$ cat src/rtl/uart_tx_arbiter_if.sv
// Request, status and byte-transmitter handshake bundle for uart_tx_arbiter.
// slave is the arbiter side; master is the requester/transmitter side.
interface uart_tx_arbiter_if;
    logic        req0;
    logic [63:0] data0;
    logic [3:0]  len0;
    logic        req1;
    logic [63:0] data1;
    logic [3:0]  len1;
    logic        busy0;
    logic        busy1;
    logic        drop0;
    logic        drop1;
    logic        tx_start;
    logic [7:0]  tx_byte;
    logic        tx_done;
    logic        active;
    logic        grant;
    logic        frame_done;
    logic        timeout_err;

    modport slave (
        input  req0, data0, len0,
        input  req1, data1, len1,
        input  tx_done,
        output busy0, busy1, drop0, drop1,
        output tx_start, tx_byte,
        output active, grant,
        output frame_done, timeout_err
    );

    modport master (
        output req0, data0, len0,
        output req1, data1, len1,
        output tx_done,
        input  busy0, busy1, drop0, drop1,
        input  tx_start, tx_byte,
        input  active, grant,
        input  frame_done, timeout_err
    );
endinterface

$ cat src/rtl/uart_tx_arbiter.sv
// Round-robin arbiter sharing one byte-serial UART transmitter between two
// 64-bit frame sources, each with a one-deep pending slot.
module uart_tx_arbiter #(
    parameter int unsigned TIMEOUT_CYC = 65535
) (
    input  logic             clk,
    input  logic             rst_n,
    uart_tx_arbiter_if.slave bus
);
    typedef enum logic [1:0] {
        IDLE,
        SEND,
        WAIT
    } state_t;

    localparam logic [15:0] WD_LAST = 16'(TIMEOUT_CYC - 1);

    function automatic logic [3:0] eff_len(input logic [3:0] l);
        return (l == 4'd0 || l > 4'd8) ? 4'd8 : l;
    endfunction

    state_t          state_q, state_d;
    logic [1:0]      pend_q, pend_d;
    logic [1:0][63:0] slot_q, slot_d;
    logic [1:0][3:0] slen_q, slen_d;
    logic [63:0]     shreg_q, shreg_d;
    logic [3:0]      cnt_q, cnt_d;
    logic [15:0]     wd_q, wd_d;
    logic            grant_q, grant_d;
    logic            last_q, last_d;
    logic            tx_start_q, tx_start_d;
    logic [7:0]      tx_byte_q, tx_byte_d;
    logic [1:0]      drop_q, drop_d;
    logic            done_q, done_d;
    logic            tmo_q, tmo_d;

    logic [1:0]       req;
    logic [1:0][63:0] data_in;
    logic [1:0][3:0]  len_in;
    logic [1:0]       take;
    logic             win;

    assign req     = {bus.req1, bus.req0};
    assign data_in = {bus.data1, bus.data0};
    assign len_in  = {bus.len1, bus.len0};

    // On a tie the source that did not own the previous frame wins.
    assign win = (pend_q == 2'b11) ? ~last_q : pend_q[1];

    always_comb begin
        state_d    = state_q;
        pend_d     = pend_q;
        slot_d     = slot_q;
        slen_d     = slen_q;
        shreg_d    = shreg_q;
        cnt_d      = cnt_q;
        wd_d       = wd_q;
        grant_d    = grant_q;
        last_d     = last_q;
        drop_d     = 2'b00;
        done_d     = 1'b0;
        tmo_d      = 1'b0;
        take       = 2'b00;

        unique case (state_q)
            IDLE: begin
                if (|pend_q) begin
                    take[win] = 1'b1;
                    shreg_d   = slot_q[win];
                    cnt_d     = slen_q[win];
                    grant_d   = win;
                    state_d   = SEND;
                end
            end
            SEND: begin
                wd_d    = 16'd0;
                state_d = WAIT;
            end
            WAIT: begin
                wd_d = wd_q + 16'd1;
                if (bus.tx_done) begin
                    shreg_d = shreg_q >> 8;
                    cnt_d   = cnt_q - 4'd1;
                    if (cnt_q == 4'd1) begin
                        done_d  = 1'b1;
                        last_d  = grant_q;
                        state_d = IDLE;
                    end else begin
                        state_d = SEND;
                    end
                end else if (wd_q == WD_LAST) begin
                    tmo_d   = 1'b1;
                    last_d  = grant_q;
                    state_d = IDLE;
                end
            end
            default: state_d = IDLE;
        endcase

        // A slot being consumed this cycle can be refilled without a drop.
        for (int i = 0; i < 2; i++) begin
            if (req[i]) begin
                if (!pend_q[i] || take[i]) begin
                    slot_d[i] = data_in[i];
                    slen_d[i] = eff_len(len_in[i]);
                    pend_d[i] = 1'b1;
                end else begin
                    drop_d[i] = 1'b1;
                end
            end else if (take[i]) begin
                pend_d[i] = 1'b0;
            end
        end

        tx_start_d = (state_d == SEND);
        tx_byte_d  = tx_start_d ? shreg_d[7:0] : 8'h00;
    end

    always_ff @(posedge clk or negedge rst_n) begin
        if (!rst_n) begin
            state_q    <= IDLE;
            pend_q     <= 2'b00;
            slot_q     <= '0;
            slen_q     <= '0;
            shreg_q    <= 64'd0;
            cnt_q      <= 4'd0;
            wd_q       <= 16'd0;
            grant_q    <= 1'b0;
            last_q     <= 1'b1;
            tx_start_q <= 1'b0;
            tx_byte_q  <= 8'h00;
            drop_q     <= 2'b00;
            done_q     <= 1'b0;
            tmo_q      <= 1'b0;
        end else begin
            state_q    <= state_d;
            pend_q     <= pend_d;
            slot_q     <= slot_d;
            slen_q     <= slen_d;
            shreg_q    <= shreg_d;
            cnt_q      <= cnt_d;
            wd_q       <= wd_d;
            grant_q    <= grant_d;
            last_q     <= last_d;
            tx_start_q <= tx_start_d;
            tx_byte_q  <= tx_byte_d;
            drop_q     <= drop_d;
            done_q     <= done_d;
            tmo_q      <= tmo_d;
        end
    end

    assign bus.tx_start    = tx_start_q;
    assign bus.tx_byte     = tx_byte_q;
    assign bus.drop0       = drop_q[0];
    assign bus.drop1       = drop_q[1];
    assign bus.frame_done  = done_q;
    assign bus.timeout_err = tmo_q;
    assign bus.grant       = grant_q;
    assign bus.active      = (state_q != IDLE);
    assign bus.busy0       = pend_q[0] | (bus.active & ~grant_q);
    assign bus.busy1       = pend_q[1] | (bus.active & grant_q);
endmodule

$ cat src/flat_wrapper.sv
// flat-port wrapper written by rule: the top's interface ports become plain ports
module uart_tx_arbiter_flat 
#(
    parameter int unsigned TIMEOUT_CYC = 65535
)
  (clk, rst_n, bus_req0, bus_data0, bus_len0, bus_req1, bus_data1, bus_len1, bus_tx_done, bus_busy0, bus_busy1, bus_drop0, bus_drop1, bus_tx_start, bus_tx_byte, bus_active, bus_grant, bus_frame_done, bus_timeout_err);
  uart_tx_arbiter_if bus_i ();
  input  logic clk;
  input  logic rst_n;
  input wire logic [$bits(bus_i.req0)-1:0] bus_req0;
  input wire logic [$bits(bus_i.data0)-1:0] bus_data0;
  input wire logic [$bits(bus_i.len0)-1:0] bus_len0;
  input wire logic [$bits(bus_i.req1)-1:0] bus_req1;
  input wire logic [$bits(bus_i.data1)-1:0] bus_data1;
  input wire logic [$bits(bus_i.len1)-1:0] bus_len1;
  input wire logic [$bits(bus_i.tx_done)-1:0] bus_tx_done;
  output wire logic [$bits(bus_i.busy0)-1:0] bus_busy0;
  output wire logic [$bits(bus_i.busy1)-1:0] bus_busy1;
  output wire logic [$bits(bus_i.drop0)-1:0] bus_drop0;
  output wire logic [$bits(bus_i.drop1)-1:0] bus_drop1;
  output wire logic [$bits(bus_i.tx_start)-1:0] bus_tx_start;
  output wire logic [$bits(bus_i.tx_byte)-1:0] bus_tx_byte;
  output wire logic [$bits(bus_i.active)-1:0] bus_active;
  output wire logic [$bits(bus_i.grant)-1:0] bus_grant;
  output wire logic [$bits(bus_i.frame_done)-1:0] bus_frame_done;
  output wire logic [$bits(bus_i.timeout_err)-1:0] bus_timeout_err;
  assign bus_i.req0 = bus_req0;
  assign bus_i.data0 = bus_data0;
  assign bus_i.len0 = bus_len0;
  assign bus_i.req1 = bus_req1;
  assign bus_i.data1 = bus_data1;
  assign bus_i.len1 = bus_len1;
  assign bus_i.tx_done = bus_tx_done;
  assign bus_busy0 = bus_i.busy0;
  assign bus_busy1 = bus_i.busy1;
  assign bus_drop0 = bus_i.drop0;
  assign bus_drop1 = bus_i.drop1;
  assign bus_tx_start = bus_i.tx_start;
  assign bus_tx_byte = bus_i.tx_byte;
  assign bus_active = bus_i.active;
  assign bus_grant = bus_i.grant;
  assign bus_frame_done = bus_i.frame_done;
  assign bus_timeout_err = bus_i.timeout_err;
  uart_tx_arbiter #(.TIMEOUT_CYC(TIMEOUT_CYC)) u_core (.clk(clk), .rst_n(rst_n), .bus(bus_i));
endmodule
$ cat config.mk
export PLATFORM = sky130hd
export DESIGN_NAME = uart_tx_arbiter_flat
export DESIGN_NICKNAME = d
export VERILOG_FILES = /design/src/rtl/uart_tx_arbiter_if.sv /design/src/rtl/uart_tx_arbiter.sv /design/src/flat_wrapper.sv
export SDC_FILE = /design/constraint.sdc
export NUM_CORES = 1
export LEC_CHECK = 0
export BUFFER_PORTS_ARGS = -buffer_cell sky130_fd_sc_hd__buf_2
export CAP_MARGIN = 30
export CORE_ASPECT_RATIO = 0.8
export CORE_MARGIN = 2
export CORE_UTILIZATION = 61
export CTS_BUF_LIST = sky130_fd_sc_hd__clkbuf_8 sky130_fd_sc_hd__clkbuf_16
export DETAILED_ROUTE_END_ITERATION = 6
export GPL_ROUTABILITY_DRIVEN = 0
export MAX_ROUTING_LAYER = met4
export PLACE_DENSITY = 0.85
export SYNTH_ARGS = -nofsm -noshare
export SYNTH_HDL_FRONTEND = slang
export SYNTH_SLANG_ARGS = --single-unit
$ cat constraint.sdc
create_clock -name clk -period 4.1 [get_ports clk]
set_input_delay 0.82 -clock clk [delete_from_list [all_inputs] [get_ports clk]]
set_output_delay 0.82 -clock clk [all_outputs]
set_load 0.01 [all_outputs]
==> metrics.md, run 1 <==
| Metric | Value |
|---|---|
| Initial antenna violation count | `1` |
| Register area share after synthesis | `57.1%` |
| Status | `completed` |
| Synth unique cells | `55` |
| RSZ-0062 raised after global routing | `no` |
| Port Buffers | `approximately 160` |
| Hold-fix buffers, CTS | `0` |
| Area leader, netlist | `dfrtp_1` |
| Vias per cell | `about 5.8` |
| Levels on crit path | `5` |
| CP dominant cell by count | `inv_1` |
| I/O pin cnt | `158` |
| Placed cell count | `approximately 1.2k` |
| FF+latch count, synth | `about 240` |
| Pins Over Slew Limit | `0` |
| Remaining DRCs | `0` |
| Final min period | `between 2000 and 3000 ps` |
| Tcrit/Tclk final | `between 70% and 80%` |
| Post-synth ARST share | `100%` |
| Avg WL per Cell | `roughly 18 um` |
| Number of flops mapped to enable cells by yosys | `0` |
| Via count | `~7.1k` |
| Non-filler cells in the finished layout | `between 1k and 1.5k` |
| Area growth from synthesis to layout | `16.3%` |
| Die H | `between 100 and 150 um` |
| Worst Hold Class | `input port to asynchronous set/reset pin` |
| Setup TNS | `0 ps` |
| Syn Nets | `just under 1k` |
| Crit Path Category | `flip-flop to output pin` |
| Tightest Pin Transition | `roughly 960 ps` |
| TritonCTS Sinks | `approximately 240` |
| Crit-path max FO | `18` |
| DIE AREA | `between 15,000 and 20,000 um^2` |
| Maximum vdd drop | `~460 uV` |
| Worst-Skew Late Latency | `a little over 500 ps` |
| Largest delay contributor family on the critical path | `adder cells` |
| Slew margin rel. | `a little over a third` |
| Max Freq | `about 330 MHz` |
| Die span in x | `about 150 um` |
| Largest net degree at the start of global routing | `roughly 110` |
| Vias in the first global route | `a little over 7k` |
| Buf+Inv Stages, Crit Path | `3` |
| Top_reg_cell synth | `dfrtp_1` |
| Crit path arrival time | `~2200 ps` |
| Highest-delay cell along the critical path | `ha_1` |
| Antenna Nets Post-Route | `0` |
| Clock skew | `between 10 and 15 ps` |
| Initial DRT Pass Iterations | `5` |
| Dpl cell area | `between 10,000 and 15,000 um^2` |
| CTS Buf Count | `23` |
| Starting DRT DRC Count | `500` |
| Yosys top cell area share | `56.8%` |
| Global-route usage over all layers | `25.7%` |
| First-pass GRT wire length | `approximately 36,000 um` |
| CTS Buffer Depth | `3` |
| Clock slew at reported path FFs | `about 60 ps` |
| Crit end category | `output pin` |
| Final Hold Vio Count | `0` |
| Leak pwr | `0.00578 uW` |
| Startpoint types | `flip-flop` |
| Post-CTS Resized | `0` |
| Mean Syn Cell Area | `approximately 12 um^2` |
| DP HPWL | `14,800 um` |
| Core box area | `roughly 17,000 um^2` |
| Max cap viols | `0` |
| # setup viols final | `0` |
| Reg2Reg Depth | `5` |
| Worst EP required | `3280 ps` |
| Fraction of layout cells with a size suffix above 1 | `a little under a third` |
| Post-layout net count | `~1.1k` |
| Postcts setup bufs | `0` |
| Root Driver | `clkbuf_16` |
| Total Routed Length | `between 20,000 and 25,000 um` |
| Starting Density | `a little over three fifths` |
| Top cells by area, synth | `dfrtp_1 (57%), mux2_2 (10%), mux2i_1 (5.4%)` |
| Post-Syn Instances | `between 800 and 900` |
| Yosys warns | `0` |
| CP cell instances | `inv_1, ha_1, inv_1, a21o_1, buf_2` |
| H-tree levels | `1` |
| Grt total ovfl | `0` |
| CP peak stage delay | `~640 ps` |
| Post-route cell area | `12,200 um^2` |
| FP Rows | `42` |
| PwrDens | `around 800 nW/um^2` |
| Mapped cell area | `10,500 um^2` |
| CTS tree | `built` |
==> sequential cells by signal, indices dropped and copies added (netlist names), 2 cells and up <==
| signal | count |
|---|---|
| u_core.drop_q | 2 |
| u_core.slen_q | 8 |
| u_core.state_q | 2 |
| u_core.wd_q | 16 |
| u_core.bus.tx_byte | 8 |
| u_core.shreg_q | 64 |
| u_core.pend_q | 2 |
| u_core.slot_q | 128 |
| u_core.cnt_q | 4 |
==> per-stage QoR <==
stage | power, uW | utilization (%) | hold WS, ps | setup slack, ps
6_report | 9710 | 73.2 | 330 | 1100
5_1_grt | 10300 | 73.2 | 408 | 954
4_1_cts | 9760 | 73.2 | 393 | 1130
3_5_place_dp | 7590 | 68.5 | 471 | 1420
3_3_place_gp | 7400 | 68.5 | 462 | 1490
2_1_floorplan | 6660 | - | 444 | 1890
==> cells in the mapped netlist, types with 3 or more instances <==
cell type / number
xor2_1: 3
inv_1: 26
a32o_1: 8
mux2_2: 93
nand3_1: 5
nor3_1: 14
nor2_1: 14
and3_1: 3
nor3b_1: 3
mux2_1: 41
buf_2: 20
o21ai_0: 73
mux2i_1: 57
a21oi_1: 8
nand2b_1: 4
dfrtp_1: 238
o21bai_1: 3
nor2b_1: 8
xnor2_1: 4
nand2_1: 72
clkbuf_1: 27
a2bb2oi_1: 48
or3_1: 4
nand4_1: 4
buf_6: 4
buf_4: 4
ha_1: 8
a222oi_1: 8
nor4_1: 4
==> worst paths after layout <==
| path | startpoint | to | slack (ps) |
|---|---|---|---|
| hold / removal | rst_n | u_core.wd_q[6] | 330 |
| hold reg to reg | u_core.shreg_q[34] | u_core.shreg_q[34] | 480 |
| max in group asynchronous | rst_n | u_core.slot_q[108] | 2800 |
| setup / recovery | u_core.state_q[0] | bus_busy1 | 1100 |
| setup reg to reg | u_core.state_q[0] | u_core.slot_q[38] | 1370 |
| min in group clk | u_core.shreg_q[34] | u_core.shreg_q[34] | 480 |
==> power breakdown <==
part / internal (uW) / switching (uW)
combinational: 1760 / 1850
sequential: 3370 / 592
clock: 1250 / 877
==> routing by layer <==
metal | up-vias | GRT usage (%) | wire, um | part of all wire (%)
li1 | 3313 | - | - | -
met1 | 3522 | 35.4 | 10000 | 45
met2 | 217 | 40.5 | 10400 | 47
met3 | 35 | 4.17 | 1180 | 5.3
met4 | 0 | 6.43 | 516 | 2.3
met5 | - | - | 0 | 0
==> layout by cell type, fill, tap and decap left out, drive strengths merged, types with 8 or more instances in the layout <==
cell     Yosys  routed
mux2i       57      57
dfrtp      238     238
a21oi        8       8
inv         27      33
nor3        14      14
clkbuf      27      32
a222oi       8       8
buf         28     167
o21ai       75      75
ha           8       8
mux2       134     134
nor2        14      14
nor2b        8       8
a32o         8       8
nand2       72      72
a2bb2oi     48      48
==> logic make-up after synthesis <==
logic type                 after synthesis  share of synthesized area (%)
muxes                                  191                           19.8
AOI/OAI and AO/OA                      169                           11.3
adders and majority gates                8                          0.955
buffers and inverters                   82                           3.60
DFF                                    239                           57.1
xor gates and xnor gates                 7                          0.585
and+or+nand+nor                        146                           6.68
==> area by class of cell <==
cell class                 count  area (um^2)
fill                        1138         4460
inverter                      27          101
antenna                        1         2.50
timing repair buffer         167          883
tap                          220          275
multi-input combinational    521         4170
clock buffer                  32          699
sequential                   239         5980
clock inverter                10         81.3
Power figures use the tool's default switching activity.
==> run 2: changes to the inputs <==
--- a/config.mk
+++ b/config.mk
@@ -9,12 +9,12 @@
 export CAP_MARGIN = 30
 export CORE_ASPECT_RATIO = 0.8
 export CORE_MARGIN = 2
-export CORE_UTILIZATION = 61
+export CORE_UTILIZATION = 57
 export CTS_BUF_LIST = sky130_fd_sc_hd__clkbuf_8 sky130_fd_sc_hd__clkbuf_16
 export DETAILED_ROUTE_END_ITERATION = 6
 export GPL_ROUTABILITY_DRIVEN = 0
 export MAX_ROUTING_LAYER = met4
-export PLACE_DENSITY = 0.85
+export PLACE_DENSITY = 0.8
 export SYNTH_ARGS = -nofsm -noshare
 export SYNTH_HDL_FRONTEND = slang
 export SYNTH_SLANG_ARGS = --single-unit
==> constraint.sdc (replaced) <==
create_clock -name clk -period 3 [get_ports clk]
set_input_delay 0.6 -clock clk [delete_from_list [all_inputs] [get_ports clk]]
set_output_delay 0.6 -clock clk [all_outputs]
set_load 0.01 [all_outputs]
==> metrics.md, run 2 (synthesis results as in run 1) <==
| Metric | Value |
|---|---|
| Fin worst setup slack | `327 ps (-776 ps)` |
| Starting DRT DRC Count | `495 (-1.0%)` |
| PwrDens | `1100 nW/um^2 (+38%)` |
| Tcrit/Tclk final | `approximately nine tenths` |
| Setup WS pre-CTS | `671 ps (-746 ps)` |
| Maximum vdd drop | `577 uV (+25%)` |
| Post-CTS Resized | `0 (unchanged)` |
| Hold-fix buffers, CTS | `0 (unchanged)` |
| Largest delay contributor family on the critical path | `compound AO/OA/AOI/OAI gates` |
| Commonest cells after routing, fill and taps aside | `dfrtp_1 (238), buf_2 (156), mux2_2 (93), o21ai_0 (73), nand2_1 (71)` |
| Levels on crit path | `6 (+1)` |
| Fraction of layout cells with a size suffix above 1 | `31.4% (+0.31 points)` |
| Regs by FF count | `u_core.slot_q: 128 flops, u_core.shreg_q: 64 flops, u_core.wd_q: 16 flops` |
| Pins Over Slew Limit | `0 (unchanged)` |
| Crit Path Category | `flip-flop to flip-flop` |
| Crit end category | `flip-flop` |
| Util after Layout | `68.5% (-4.8 points)` |
| Worst-Skew Late Latency | `510 ps (about the same)` |
| CTS tree | `built` |
| Antenna Nets Post-Route | `0 (unchanged)` |
| Starting Density | `58.1% (-4.9 points)` |
| Port Buffers | `157 (unchanged)` |
| Footprint of the multi-input gates | `4170 um^2 (unchanged)` |
| Most flops, register | `u_core.slot_q` |
| Tightest Pin Transition | `882 ps (-79.6 ps)` |
| Postcts setup bufs | `0 (unchanged)` |
| CTS Buffer Depth | `3 (unchanged)` |
| Slew margin rel. | `41.0% (+5.1 points)` |
| Vias in the first global route | `7,305 (+0.98%)` |
| Avg WL per Cell | `18.5 um (+1.6%)` |
| I/O pin cnt | `158 (unchanged)` |
| Die H | `125 um (+3.3%)` |
| Crit-path max FO | `63 (+45)` |
| # setup viols final | `0 (unchanged)` |
| Reg2Reg Depth | `6 (+1)` |
| Vias per cell | `5.82 (about the same)` |
| First-pass GRT wire length | `37,800 um (+4.4%)` |
| Clock skew | `11.8 ps (-2.53 ps)` |
| Highest-delay cell along the critical path | `a2111oi_0` |
| Flip-flop and latch area | `5980 um^2 (unchanged)` |
| Die span in x | `156 um (+3.4%)` |
| DIE AREA | `19,500 um^2 (+6.8%)` |
| Global-route usage over all layers | `24.9% (-0.77 points)` |
| Area growth from synthesis to layout | `17.9%` |
| Status | `completed` |
| Clock slew at reported path FFs | `70 ps (about the same)` |
| Via count | `7,187 (+1.4%)` |
| Commonest non-fill, non-tap cell in the layout | `dfrtp_1` |
| Fillers | `1,309 (+15%)` |
| CP cell instances | `inv_1, ha_1, mux2i_1, a21o_4, a2111oi_0, a221oi_1` |
| Core box area | `18,100 um^2 (+8.4%)` |
| Setup TNS | `0 ps (unchanged)` |
| Startpoint types | `flip-flop` |
| Leak pwr | `0.00587 uW (+1.5%)` |
| Buf+Inv Stages, Crit Path | `1 (-2)` |
| CTS Buf Count | `23 (unchanged)` |
| TritonCTS Sinks | `239 (unchanged)` |
| Placed cell count | `1,190 (+1.4%)` |
| Total Routed Length | `22,800 um (+3.1%)` |
| Max Freq | `about 370 MHz` |
| Grt total ovfl | `0 (unchanged)` |
| Worst EP required | `3330 ps (+50 ps)` |
| Initial antenna violation count | `2 (+1)` |
| Worst Hold Class | `input port to asynchronous set/reset pin` |
| H-tree levels | `1 (unchanged)` |
| RSZ-0062 raised after global routing | `no` |
| Final min period | `between 2000 and 3000 ps` |
| Max FFs per register | `128 (unchanged)` |
| Crit path arrival time | `3000 ps (+820 ps)` |
| Initial DRT Pass Iterations | `7 (+2)` |
| Max cap viols | `0 (unchanged)` |
| Non-filler cells in the finished layout | `1,234 (+1.4%)` |
| FP Rows | `44 (+4.8%)` |
| Final Hold Vio Count | `0 (unchanged)` |
| Post-layout net count | `1,134 (+0.53%)` |
| Largest net degree at the start of global routing | `80 (-27%)` |
| Post-route cell area | `12,400 um^2 (+1.4%)` |
| CP peak stage delay | `710 ps (+70 ps)` |
| Root Driver | `clkbuf_16` |
| Dpl cell area | `11,500 um^2 (+1.2%)` |
| DP HPWL | `15,400 um (+4.0%)` |
| Remaining DRCs | `0 (unchanged)` |
[run 2: cell count changes in the layout (fill, tap and decap cells not counted), sizes merged, moves of 2 or more]
cell,before,now
clkinvlp,2,0
clkinv,1,3
buf,167,173
clkbuf,32,28
bufinv,1,4
[run 2: power by group]
| group | internal, uW | switching (uW) |
|---|---|---|
| registers | 4610 | 793 |
| logic | 2520 | 2610 |
| clock network | 1870 | 1200 |
[run 2: through the flow]
stage	hold slack, ps	power [uW]
finish	65.0	13600
global route	116	14500
CTS	95.4	13700
detailed placement	471	10500
global placement	462	10300
floorplan	304	9100
[run 2: worst reg2reg max path, cell delays in order (launching register included)]
cell and delay (ps):
dfrtp_1 430, inv_1 120, ha_1 530, mux2i_1 180, a21o_4 400, a2111oi_0 720, a221oi_1 140
[run 2: path summary, 6_finish.rpt]
path | from | to | slack [ps]
setup / recovery | u_core.state_q[0] | u_core.cnt_q[2] | 330
hold / removal | rst_n | u_core.wd_q[10] | 60
max in group asynchronous | rst_n | u_core.slot_q[23] | 2130
setup reg to reg | u_core.state_q[0] | u_core.cnt_q[2] | 330
min in group clk | bus_data0[49] | u_core.slot_q[49] | 300
hold reg to reg | u_core.shreg_q[27] | u_core.shreg_q[27] | 490
[run 2: layer usage]
layer	vias to the layer above	part of all wire, %	GRT usage (%)
li1	3323	-	-
met1	3600	47	37.1
met2	225	45	36.1
met3	39	6.4	4.26
met5	-	0	-
met4	0	1.6	5.77
[run 2: cell type report]
cell class	count	area share, %
Multi-Input combinational cell	521	33.7
Tap cell	230	2.33
Sequential cell	239	48.4
Inverter	27	0.820
Timing Repair Buffer	173	8.12
Clock buffer	28	5.21
Clock inverter	14	1.35
Antenna cell	2	0.0405
==> run 3: changes to the inputs <==
--- a/config.mk
+++ b/config.mk
@@ -7,7 +7,6 @@
 export LEC_CHECK = 0
 export BUFFER_PORTS_ARGS = -buffer_cell sky130_fd_sc_hd__buf_2
 export CAP_MARGIN = 30
-export CORE_ASPECT_RATIO = 0.8
 export CORE_MARGIN = 2
 export CORE_UTILIZATION = 57
 export CTS_BUF_LIST = sky130_fd_sc_hd__clkbuf_8 sky130_fd_sc_hd__clkbuf_16
==> metrics.md, run 3 (synthesis results as in run 1) <==
| Metric | Value |
|---|---|
| Status | `completed` |
| Crit Path Category | `flip-flop to flip-flop` |
| First-pass GRT wire length | `36,800 um (-2.5%)` |
| Regs by FF count | `u_core.slot_q: 128 flops, u_core.shreg_q: 64 flops, u_core.wd_q: 16 flops` |
| DP HPWL | `15,200 um (-1.2%)` |
| TritonCTS Sinks | `239 (unchanged)` |
| Die H | `140 um (+11%)` |
| Slew margin rel. | `34.6% (-6.4 points)` |
| RR Startpoint | `u_core.state_q[0]` |
| Area growth from synthesis to layout | `18.2%` |
| Most flops, register | `u_core.slot_q` |
| Reg2Reg Setup Slack | `470 ps (+140 ps)` |
| Fraction of layout cells with a size suffix above 1 | `31.8% (+0.41 points)` |
| Buf+Inv Stages, Crit Path | `2 (+1)` |
| Vias per cell | `5.80 (-0.37%)` |
| Worst EP required | `3410 ps (+80 ps)` |
| Max Freq | `395 MHz (+5.7%)` |
| Starting DRT DRC Count | `631 (+27%)` |
| Commonest non-fill, non-tap cell in the layout | `dfrtp_1` |
| Clock skew | `20.1 ps (+8.26 ps)` |
| H-tree levels | `1 (unchanged)` |
| CP peak stage delay | `540 ps (-170 ps)` |
| CTS Buf Count | `26 (+13%)` |
| Post-CTS Resized | `0 (unchanged)` |
| # setup viols final | `0 (unchanged)` |
| PwrDens | `1100 nW/um^2 (-0.35%)` |
| Post-layout net count | `1,140 (+0.53%)` |
| Root Driver | `clkbuf_16` |
| Grt total ovfl | `0 (unchanged)` |
| Leak pwr | `0.00590 uW (+0.57%)` |
| Global-route usage over all layers | `24.0% (-0.88 points)` |
| Vias in the first global route | `7,187 (-1.6%)` |
| N_diodes | `0 (-2)` |
| Final min period | `2530 ps (-145 ps)` |
| Postcts setup bufs | `0 (unchanged)` |
| Setup TNS | `0 ps (unchanged)` |
| FP Rows | `49 (+11%)` |
| Post-route cell area | `12,400 um^2 (+0.23%)` |
| CTS Buffer Depth | `3 (unchanged)` |
| I/O pin cnt | `158 (unchanged)` |
| Remaining DRCs | `0 (unchanged)` |
| Reg2Reg Depth | `6 (unchanged)` |
| Core box area | `18,000 um^2 (-0.18%)` |
| Crit-path max FO | `16 (-75%)` |
| CTS tree | `built` |
| Initial antenna violation count | `0 (-2)` |
| CP cell instances | `inv_1, ha_1, inv_2, or3_1, o32a_1, nor3_1` |
| Crit path arrival time | `2940 ps (-60 ps)` |
| Dpl cell area | `11,500 um^2 (about the same)` |
| Tcrit/Tclk final | `84.3% (-4.8 points)` |
| DIE AREA | `19,500 um^2 (about the same)` |
| Crit end category | `flip-flop` |
| Initial DRT Pass Iterations | `5 (-2)` |
| Max FFs per register | `128 (unchanged)` |
| Pins Over Slew Limit | `0 (unchanged)` |
| Die span in x | `140 um (-10%)` |
| Max cap viols | `0 (unchanged)` |
| Tightest Pin Transition | `978 ps (+96.0 ps)` |
| Worst-Skew Late Latency | `540 ps (+30 ps)` |
| Highest-delay cell along the critical path | `ha_1` |
| Via count | `7,195 (+0.11%)` |
| Avg WL per Cell | `18.3 um (-1.0%)` |
| Final Hold Vio Count | `0 (unchanged)` |
| Maximum vdd drop | `811 uV (+41%)` |
| Commonest cells after routing, fill and taps aside | `dfrtp_1 (238), buf_2 (156), mux2_2 (93), o21ai_0 (73), nand2_1 (71)` |
| Hold-fix buffers, CTS | `0 (unchanged)` |
| Largest net degree at the start of global routing | `83 (+3.8%)` |
| Clock slew at reported path FFs | `60 ps (about the same)` |
| Reg2reg end | `u_core.bus.tx_byte[2]` |
| RSZ-0062 raised after global routing | `no` |
| Port Buffers | `157 (unchanged)` |
| Total Routed Length | `22,700 um (-0.53%)` |
| Starting Density | `58.2% (+0.10 points)` |
| Antenna Nets Post-Route | `0 (unchanged)` |
| Largest delay contributor family on the critical path | `simple AND/OR/NAND/NOR gates` |
| Startpoint types | `flip-flop` |
| Worst Hold Class | `input port to asynchronous set/reset pin` |
==> run 3: cell count changes in the layout (fill, tap and decap cells not counted), sizes merged <==
cell / before / now
clkinv: 3 / 6
bufinv: 4 / 1
diode: 2 / 0
clkbuf: 28 / 33
buf: 173 / 176
inv: 34 / 35
==> run 3: how the worst max path moves through the flow <==
| stage | start | endpoint | cells past startpoint |
|---|---|---|---|
| global placement | u_core.state_q[0] | u_core.shreg_q[40] | 6 |
| finish | u_core.state_q[0] | u_core.bus.tx_byte[2] | 6 |
| CTS | u_core.state_q[1] | bus_busy0 | 5 |
| detailed placement | u_core.state_q[0] | u_core.bus.tx_byte[2] | 6 |
| global route | u_core.state_q[0] | u_core.bus.tx_byte[2] | 6 |
| floorplan | u_core.state_q[1] | bus_busy1 | 6 |
==> run 3: layer usage <==
metal / up-vias / global-route usage, % / part of all wire (%)
met1: 3621 / 32.6 / 43
met3: 37 / 3.92 / 5.7
met5: - / - / 0
met4: 0 / 6.11 / 2.2
li1: 3331 / - / -
met2: 206 / 38.4 / 49
==> run 3: final cells by class <==
cell class	instances	area, um^2
repair buffers	176	1000
multi-input cells	521	4170
clock buffers	33	747
well taps	229	287
fillers	1338	5640
clock inverters	15	101
flip-flops and latches	239	5980
inverters	27	101
==> run 3: report_power, final <==
group / leakage (uW) / switching, uW / internal, uW / total, uW
Clock: 0.000454 / 1270 / 1830 / 3100
Combinational: 0.00250 / 2600 / 2520 / 5120
Sequential: 0.00295 / 755 / 4610 / 5370
==> run 3: per-stage QoR <==
stage / worst slack, ps / std cells / hold slack [ps] / power (uW) / utilization [%]
after floorplan: 1010 / 842 / 304 / 9100 / -
after global placement: 729 / 1192 / 462 / 10300 / 64.0
after detailed placement: 548 / 1192 / 471 / 10500 / 64.0
after CTS: 500 / 1240 / 70.2 / 13700 / 68.7
after global routing: 292 / 1240 / 94.4 / 14400 / 68.7
final: 471 / 1240 / 31.9 / 13600 / 68.7
